$ cat config.mk
export PLATFORM = sky130hd
export DESIGN_NAME = back_ground_layer_draw
export DESIGN_NICKNAME = d
export VERILOG_FILES = /design/src/rtl/back_ground_layer_draw.sv
export SDC_FILE = /design/constraint.sdc
export NUM_CORES = 1
export LEC_CHECK = 0
export CAP_MARGIN = 20
export CELL_PAD_IN_SITES_DETAIL_PLACEMENT = 1
export CELL_PAD_IN_SITES_GLOBAL_PLACEMENT = 2
export CORE_ASPECT_RATIO = 1.1
export CORE_MARGIN = 4
export CORE_UTILIZATION = 34
export CTS_BUF_LIST = sky130_fd_sc_hd__clkbuf_16
export CTS_CLUSTER_SIZE = 10
export DETAILED_ROUTE_END_ITERATION = 12
export DONT_BUFFER_PORTS = 1
export PLACE_DENSITY = 0.82
export SYNTH_ARGS = -nofsm -noshare
export SYNTH_HDL_FRONTEND = slang
export SYNTH_SLANG_ARGS = --single-unit
$ cat constraint.sdc
create_clock -name clk -period 1.8 [get_ports clk]
set_input_delay 0.18 -clock clk [delete_from_list [all_inputs] [get_ports clk]]
set_output_delay 0.18 -clock clk [all_outputs]
set_load 0.01 [all_outputs]
$ cat src/rtl/back_ground_layer_draw.sv
// Background layer: sky/ground split, bracket border, 256-colour palette strip with scroll/blink animation.
// Latency: 2 clk from pixelX/pixelY to BG_RGB/boardersDrawReq, outputs always aligned.
// Backpressure: none; a new pixel is accepted every clock, frame state updates only on startOfFrame.
//
// Ports:
//   clk, resetN            pixel clock, asynchronous active-low reset
//   startOfFrame           one-cycle pulse at the start of each frame
//   pixelX, pixelY         current pixel coordinates (11 bit)
//   scrollEn, blinkEn      animation enables, sampled on startOfFrame only
//   BG_RGB                 background colour {B[1:0],R[2:0],G[2:0]}
//   boardersDrawReq        high for visible border pixels and strip pixels
//
// Configuration macro: BG_BLINK_EN (defined -> border blinking implemented; undefined -> blinkEn ignored).

module back_ground_layer_draw #(
  parameter int         X_FRAME_SIZE   = 635,
  parameter int         Y_FRAME_SIZE   = 475,
  parameter int         BRACKET_OFFSET = 32,
  parameter int         BORDER_THICK   = 8,
  parameter int         GROUND_Y       = 120,
  parameter logic [7:0] SKY_RGB        = 8'h3F,
  parameter logic [7:0] GROUND_RGB     = 8'h2C,
  parameter logic [7:0] BORDER_RGB     = 8'h07,
  parameter int         STRIP_LEFT_X   = 30,
  parameter int         STRIP_TOP_Y    = 4,
  parameter int         STRIP_H        = 15,
  parameter int         CELL_W_LOG2    = 1,
  parameter int         SCROLL_STEP    = 1,
  parameter int         BLINK_FRAMES   = 30
) (
  input  logic        clk,
  input  logic        resetN,
  input  logic        startOfFrame,
  input  logic [10:0] pixelX,
  input  logic [10:0] pixelY,
  input  logic        scrollEn,
  input  logic        blinkEn,
  output logic [7:0]  BG_RGB,
  output logic        boardersDrawReq
);

  // Inclusive border band limits.
  localparam int BL_LO = BRACKET_OFFSET - BORDER_THICK;
  localparam int BL_HI = BRACKET_OFFSET;
  localparam int BR_LO = X_FRAME_SIZE - BRACKET_OFFSET;
  localparam int BR_HI = X_FRAME_SIZE - BRACKET_OFFSET + BORDER_THICK;
  localparam int BT_LO = BRACKET_OFFSET - BORDER_THICK;
  localparam int BT_HI = BRACKET_OFFSET;
  localparam int BB_LO = Y_FRAME_SIZE - BRACKET_OFFSET;
  localparam int BB_HI = Y_FRAME_SIZE - BRACKET_OFFSET + BORDER_THICK;

  // Strip occupies STRIP_LEFT_X+1 .. STRIP_X_HI and STRIP_TOP_Y+1 .. STRIP_Y_HI.
  localparam int STRIP_X_HI = STRIP_LEFT_X + (256 << CELL_W_LOG2);
  localparam int STRIP_Y_HI = STRIP_TOP_Y + STRIP_H;

  int px;
  int py;
  assign px = int'(pixelX);
  assign py = int'(pixelY);

  // ---------------- frame control: scroll ----------------
  logic       scroll_mode_d, scroll_mode_q;
  logic [7:0] scroll_ofs_d,  scroll_ofs_q;

  always_comb begin
    scroll_mode_d = startOfFrame ? scrollEn : scroll_mode_q;
    scroll_ofs_d  = scroll_ofs_q;
    if (startOfFrame && scroll_mode_d) begin
      scroll_ofs_d = scroll_ofs_q + 8'(SCROLL_STEP);
    end
  end

  always_ff @(posedge clk or negedge resetN) begin
    if (!resetN) begin
      scroll_mode_q <= 1'b0;
      scroll_ofs_q  <= 8'h00;
    end else begin
      scroll_mode_q <= scroll_mode_d;
      scroll_ofs_q  <= scroll_ofs_d;
    end
  end

  // ---------------- frame control: blink ----------------
  logic blink_phase;

`ifdef BG_BLINK_EN
  localparam int              BCW        = (BLINK_FRAMES > 2) ? $clog2(BLINK_FRAMES) : 1;
  localparam logic [BCW-1:0]  BLINK_LAST = BCW'(BLINK_FRAMES - 1);

  logic           blink_mode_d,  blink_mode_q;
  logic           blink_phase_d, blink_phase_q;
  logic [BCW-1:0] blink_cnt_d,   blink_cnt_q;

  always_comb begin
    blink_mode_d  = startOfFrame ? blinkEn : blink_mode_q;
    blink_cnt_d   = blink_cnt_q;
    blink_phase_d = blink_phase_q;
    if (startOfFrame) begin
      if (blink_mode_d) begin
        if (blink_cnt_q == BLINK_LAST) begin
          blink_cnt_d   = '0;
          blink_phase_d = ~blink_phase_q;
        end else begin
          blink_cnt_d   = blink_cnt_q + BCW'(1);
        end
      end else begin
        // Leaving blink mode forces the border solid immediately.
        blink_cnt_d   = '0;
        blink_phase_d = 1'b0;
      end
    end
  end

  always_ff @(posedge clk or negedge resetN) begin
    if (!resetN) begin
      blink_mode_q  <= 1'b0;
      blink_phase_q <= 1'b0;
      blink_cnt_q   <= '0;
    end else begin
      blink_mode_q  <= blink_mode_d;
      blink_phase_q <= blink_phase_d;
      blink_cnt_q   <= blink_cnt_d;
    end
  end

  assign blink_phase = blink_phase_q;
`else
  logic unused_blink_en;
  assign unused_blink_en = blinkEn;
  assign blink_phase     = 1'b0;
`endif

  // ---------------- stage 1: region decode ----------------
  logic       is_strip_d,  is_strip_q;
  logic       is_border_d, is_border_q;
  logic       is_ground_d, is_ground_q;
  logic [7:0] cell_idx_d,  cell_idx_q;
  logic       in_border;

  always_comb begin
    in_border = ((px >= BL_LO) && (px <= BL_HI)) || ((px >= BR_LO) && (px <= BR_HI)) ||
                ((py >= BT_LO) && (py <= BT_HI)) || ((py >= BB_LO) && (py <= BB_HI));
    is_strip_d  = (px > STRIP_LEFT_X) && (px <= STRIP_X_HI) &&
                  (py > STRIP_TOP_Y)  && (py <= STRIP_Y_HI);
    // Blanked border pixels fall through to the sky/ground colour underneath.
    is_border_d = in_border && !blink_phase;
    is_ground_d = (py >= GROUND_Y);
    // Uses the pre-update offset when startOfFrame coincides with this pixel.
    cell_idx_d  = 8'((px - STRIP_LEFT_X - 1) >> CELL_W_LOG2) + scroll_ofs_q;
  end

  // ---------------- stage 2: colour select ----------------
  logic [7:0] bg_rgb_d, bg_rgb_q;
  logic       req_d,    req_q;

  always_comb begin
    if (is_strip_q) begin
      bg_rgb_d = cell_idx_q;
    end else if (is_border_q) begin
      bg_rgb_d = BORDER_RGB;
    end else if (is_ground_q) begin
      bg_rgb_d = GROUND_RGB;
    end else begin
      bg_rgb_d = SKY_RGB;
    end
    req_d = is_strip_q || is_border_q;
  end

  always_ff @(posedge clk or negedge resetN) begin
    if (!resetN) begin
      is_strip_q  <= 1'b0;
      is_border_q <= 1'b0;
      is_ground_q <= 1'b0;
      cell_idx_q  <= 8'h00;
      bg_rgb_q    <= 8'h00;
      req_q       <= 1'b0;
    end else begin
      is_strip_q  <= is_strip_d;
      is_border_q <= is_border_d;
      is_ground_q <= is_ground_d;
      cell_idx_q  <= cell_idx_d;
      bg_rgb_q    <= bg_rgb_d;
      req_q       <= req_d;
    end
  end

  assign BG_RGB          = bg_rgb_q;
  assign boardersDrawReq = req_q;

endmodule

* Yosys cells after proc, flatten, opt, wreduce, memory -nomap -nowiden
Cells that the tools add are included.
** Operators by class
- $add $sub $neg :: 4
- Order comparisons :: 13
- Reduce and logical (&&, ||, !) cells :: 12
- Mux-type cells :: 4
** Operators by type and width (count)
- $ge 11x5->1 const B :: 2
- $le 11x10->1 const B :: 2
- $le 11x6->1 const B :: 2
- $mux 8 :: 2
- $ge 11x10->1 const B :: 1
- $ge 11x7->1 const B :: 1
- $ge 11x9->1 const B :: 1
- $gt 11x3->1 const B :: 1
- $gt 11x5->1 const B :: 1
- $le 11x5->1 const B :: 1
- $le 11x9->1 const B :: 1
- $sub 9x2->9 const B :: 1
- $sub 9x5->9 const B :: 1
- $add 8x1->8 const B :: 1
- $add 8x8->8 :: 1
- $logic_and 1x1->1 :: 8
- $mux 5 :: 1
- $logic_or 1x1->1 :: 4
- $mux 1 :: 1
** Word-level totals
- Register bits after elaboration :: 29
- Output and inout bits :: 9
- Input bits :: 27
- Word-level logic and storage cells :: 41

* Longest topological paths before layout
- Word-level depth :: 5
- Gate-level depth with buffers :: 9
- Depth with buffers taken out :: 8

* Least setup slack after synthesis
OpenSTA, ideal clock, no wires.
- Path type :: input -> register
- Start :: input port pixelX[0]
- End :: register cell_idx_q[6]
- Path buffers :: 0
- Stages :: 7
- Arrival :: 1712 ps
- Library setup time :: 70 ps
- Slack :: 18 ps
- Cell sequence :: ha_1 > a41oi_1 > xor2_1 > ha_1 > inv_1 > or4_1 > nand4_1
** On the way
- Word-level cells in the longest chain between the ends :: 3
** RTL lines
- start, declared :: RTL line 34 : input logic [10:0] pixelX,
- $sub 9x5->9 :: RTL line 149 : cell_idx_d = 8'((px - STRIP_LEFT_X - 1) >> CELL_W_LOG2) + scroll_ofs_q;
- $sub 9x2->9 :: RTL line 149
- $add 8x8->8 :: RTL line 149
- via cell_idx_d[6] :: RTL line 137 : logic [7:0] cell_idx_d, cell_idx_q;
- end signal, assigned :: RTL line 181 : cell_idx_q <= cell_idx_d;
- end, declared :: RTL line 137
The timed path passes the listed nets, and every way through them passes these cells.
A chain may end at the register's enable or synchronous reset.

* Final worst setup path
- Start :: register scroll_ofs_q[0]
- End :: register cell_idx_q[6]
** On the way
- Word-level cells in the longest chain between the ends :: 1
** RTL lines
- start, declared :: RTL line 63 : logic [7:0] scroll_ofs_d, scroll_ofs_q;
- start signal, assigned :: RTL line 79 : scroll_ofs_q <= scroll_ofs_d;
- $add 8x8->8 :: RTL line 149
- via cell_idx_d[6] :: RTL line 137
The timed path passes the listed nets, and every way through them passes these cells.

==> metrics.md <==
| Metric | Value |
|---|---|
| Outcome | finished clean |
| FF-to-FF Start | scroll_ofs_q[0]$_DFFE_PN0P_ |
| Buf/Inv on CP | 1 |
| Drt wl/cell | 16.4 um |
| Transition time of the tightest slew-check pin | 0.575 ns |
| FMAX | 585 MHz |
| Critical path launch point type | flip-flop |
| Row Count | 25 |
| Placed Area | 1700 um^2 |
| DRT Wirelength | 3720 um |
| First-pass GRT wire length | 6170 um |
| Vias | 1233 |
| Core area | 4380 um^2 |
| Final Wtd Congestion | 0.782 |
| CTS Buf Count | 3 |
| Detailed placement HPWL | 3050 um |
| Largest net degree at the start of global routing | 29 |
| Unrepaired setup endpoints after global routing | no |
| Post-Synthesis Cells | 160 |
| Worst R2R Path Depth | 7 |
| Setup violations, final | 0 |
| DIE HEIGHT | 79.3 um |
| Required time of the critical path | 2.00 ns |
| Synth Area per Inst | 9.83 um^2 |
| Vias in the first global route | 1394 |
| Total Die Area | 5780 um^2 |
| Pleak | 0.810 nW |
| Layout Utilization | 42.2% |
| Initial antenna violation count | 0 |
| Pwr Density | 1260 nW/um^2 |
| Worst setup path class | flip-flop to flip-flop |
| Max incr delay on CP | 0.39 ns |
| Slowest cell on the critical path | dfrtp_1 |
| Clock tree buffer depth | 2 |
| Final period util | 95.0% |
| Syn-to-layout area delta | 17.5% |
| Grt ovf | 0 |
| Slew margin rel. | 60.6% |
| Root Driver | clkbuf_16 |
| Gr usage total | 13.7% |
| Starting Density | 35.9% |
| Fraction of layout cells with a size suffix above 1 | 11.0% |
| Post-Syn Area | 1570 um^2 |
| Yosys cell types | 37 |
| ANT nets after route | 0 |
| Post-CTS Setup Inserts | 0 |
| Tmin final | 1.71 ns |
| Drt drc | 0 |
| Family with the most delay on the worst path | adder cells |
| Sink Count | 28 |
| Setup tns final | 0 ns |
| Antenna diode count | 0 |
| Post-route cell area | 1850 um^2 |
| Final cell count without fillers | 227 |
| DRT Pass-1 Iters | 3 |
| VDD IR max | 0.468 mV |
| R2r endpoint | cell_idx_q[6]$_DFF_PN0_ |
| Die X | 72.8 um |
| Number of buffers added on ports | 0 |
| CP Max Fanout | 2 |
| CTS H-Tree Depth | 1 |
| Max-cap violations | 0 |
| #FFs+latches synth | 28 |
| Worst Setup End Kind | flip-flop |
| R2R Setup Slk | 0.09 ns |
| Final hold viol count | 0 |
| Synth Warn # | 0 |
| Fin. max-slew vios | 0 |
| Num ports | 36 |
| Drt initial violations | 21 |
| Tightest Hold Check Type | input port to flip-flop |
| Clk_skew | 0.00468 ns |
| Clock transition at path regs | 0.07 ns |
| Synth Net Count | 198 |
| CP Cell Sequence | ha_1 -> fa_2 -> a21o_1 -> a21oi_2 -> buf_4 -> o211ai_1 -> nand4_1 |
| Seq/Total Area, Yosys | 44.6% |
| WHS Endpoint | is_strip_q$_DFF_PN0_ |
| NumNets Final | 212 |
| Critical path data arrival time | 1.91 ns |
| CTS tree | built |
| Min Hold Slack | 0.0801 ns |
| Dpl cells | 221 |
| Worst Hold Depth | 2 |
| Via/cell ratio | 5.43 |
| Min-Delay Startpoint | pixelY[5] |
| Clock latency on the worst-skew pair | 0.26 ns |
==> layout by cell type, fill, tap and decap left out, types with 3 or more instances in the layout <==
cell type / synthesis / layout
xor2_1: 8 / 8
xnor2_1: 13 / 13
o211ai_1: 3 / 3
dfrtp_1: 28 / 28
nand2b_1: 3 / 3
nor2_1: 16 / 16
ha_1: 10 / 10
nand3_1: 10 / 10
inv_1: 8 / 8
a21oi_1: 7 / 5
buf_4: 0 / 8
nand2_1: 14 / 14
nor2b_1: 3 / 3
clkbuf_16: 0 / 3
o21ai_0: 5 / 5
nor3_1: 5 / 5
==> cell type report <==
type / count / area, um^2
fillers: 514 / 2530
multi-input cells: 123 / 855
flip-flops and latches: 28 / 701
repair buffers: 10 / 90.1
clock buffers: 3 / 75.1
well taps: 54 / 67.6
clock inverters: 1 / 30.0
inverters: 8 / 30.0
==> layer usage <==
layer | track usage (%) | wire [um] | up-vias
met5 | 0 | 0 | -
met2 | 26.4 | 2090 | 30
met4 | 6.46 | 79 | 0
met1 | 13.7 | 1400 | 611
li1 | - | - | 586
met3 | 2.66 | 153 | 6
==> metrics by stage <==
stage / total power, mW / setup WS, ns
2_1_floorplan: 1.37 / 0.0176
3_5_place_dp: 1.64 / -0.200
3_3_place_gp: 1.56 / -0.0383
5_1_grt: 2.48 / 0.00361
4_1_cts: 2.34 / 0.0273
6_report: 2.33 / 0.0908
==> power breakdown <==
| part | internal [mW] | switching [mW] | leakage (nW) |
|---|---|---|---|
| sequential | 0.796 | 0.112 | 0.340 |
| clock | 0.443 | 0.212 | 0.0511 |
| combinational | 0.383 | 0.389 | 0.419 |
==> what timing repair did <==
action	CTS	global route
hold endpoints to repair	28	0
hold buffers	2	0
cloned	0	0
setup endpoints to repair	3	3
gates resized for setup	2	2
==> cells in the mapped netlist <==
cell type  instances  share of area (%)
dfrtp_1           28                 45
a21oi_1            7                2.2
or4_1              2               0.95
xnor2_1           13                7.2
o21ai_0            5                1.6
xor2_1             8                4.5
inv_1              8                1.9
or3_1              1               0.40
a41o_1             1               0.64
nor4_1             1               0.40
and3b_1            2                1.1
o21ai_1            1               0.32
a21o_1             1               0.48
ha_1              10                8.0
buf_2              1               0.32
o211ai_1           3                1.4
o221ai_1           1               0.56
o41ai_1            1               0.56
a211o_1            1               0.56
fa_1               1                1.3
nor3b_1            1               0.48
nor2b_1            3                1.2
nand4_1            1               0.40
a41oi_1            1               0.56
nand3_1           10                3.2
a31oi_1            2               0.80
o31ai_1            1               0.48
nand2_1           14                3.3
and2_1             2               0.80
nor2_1            16                3.8
nor3_1             5                1.6
nand2b_1           3                1.2
mux2_2             1               0.72
nand4b_1           1               0.56
nor4b_2            1               0.95
a2111oi_0          1               0.56
o21bai_1           1               0.48
==> logic make-up (layout without fill, tap and decap cells) <==
group	after synthesis	after routing	share of synthesized area (%)
AND/OR/NAND/NOR	63	63	20.4
flip-flops	28	28	44.6
AO/OA/AOI/OAI	27	27	11.2
XOR/XNOR	21	21	11.7
adder cells (fa/ha/maj)	11	11	9.23
buffers and inverters	9	22	2.23
multiplexers	1	1	0.716
==> worst max path at each step <==
stage                              end                         from  slack [ns]  cells past startpoint
2_1_floorplan  cell_idx_q[6]$_DFF_PN0_                    pixelX[0]        0.02                      7
3_3_place_gp   cell_idx_q[6]$_DFF_PN0_                    pixelX[0]       -0.04                      9
3_5_place_dp   cell_idx_q[7]$_DFF_PN0_                    pixelX[0]       -0.20                      7
4_1_cts        cell_idx_q[6]$_DFF_PN0_  scroll_ofs_q[0]$_DFFE_PN0P_        0.03                      7
5_1_grt        cell_idx_q[6]$_DFF_PN0_  scroll_ofs_q[0]$_DFFE_PN0P_       0.004                      7
6_report       cell_idx_q[6]$_DFF_PN0_  scroll_ofs_q[0]$_DFFE_PN0P_        0.09                      7
==> flip-flops by register name (all words and copies together), names as in the netlist <==
signal,count
is_strip_q,1
is_ground_q,1
boardersDrawReq,1
is_border_q,1
scroll_ofs_q,8
cell_idx_q,8
BG_RGB,8
(Power assumes the default switching activity.)
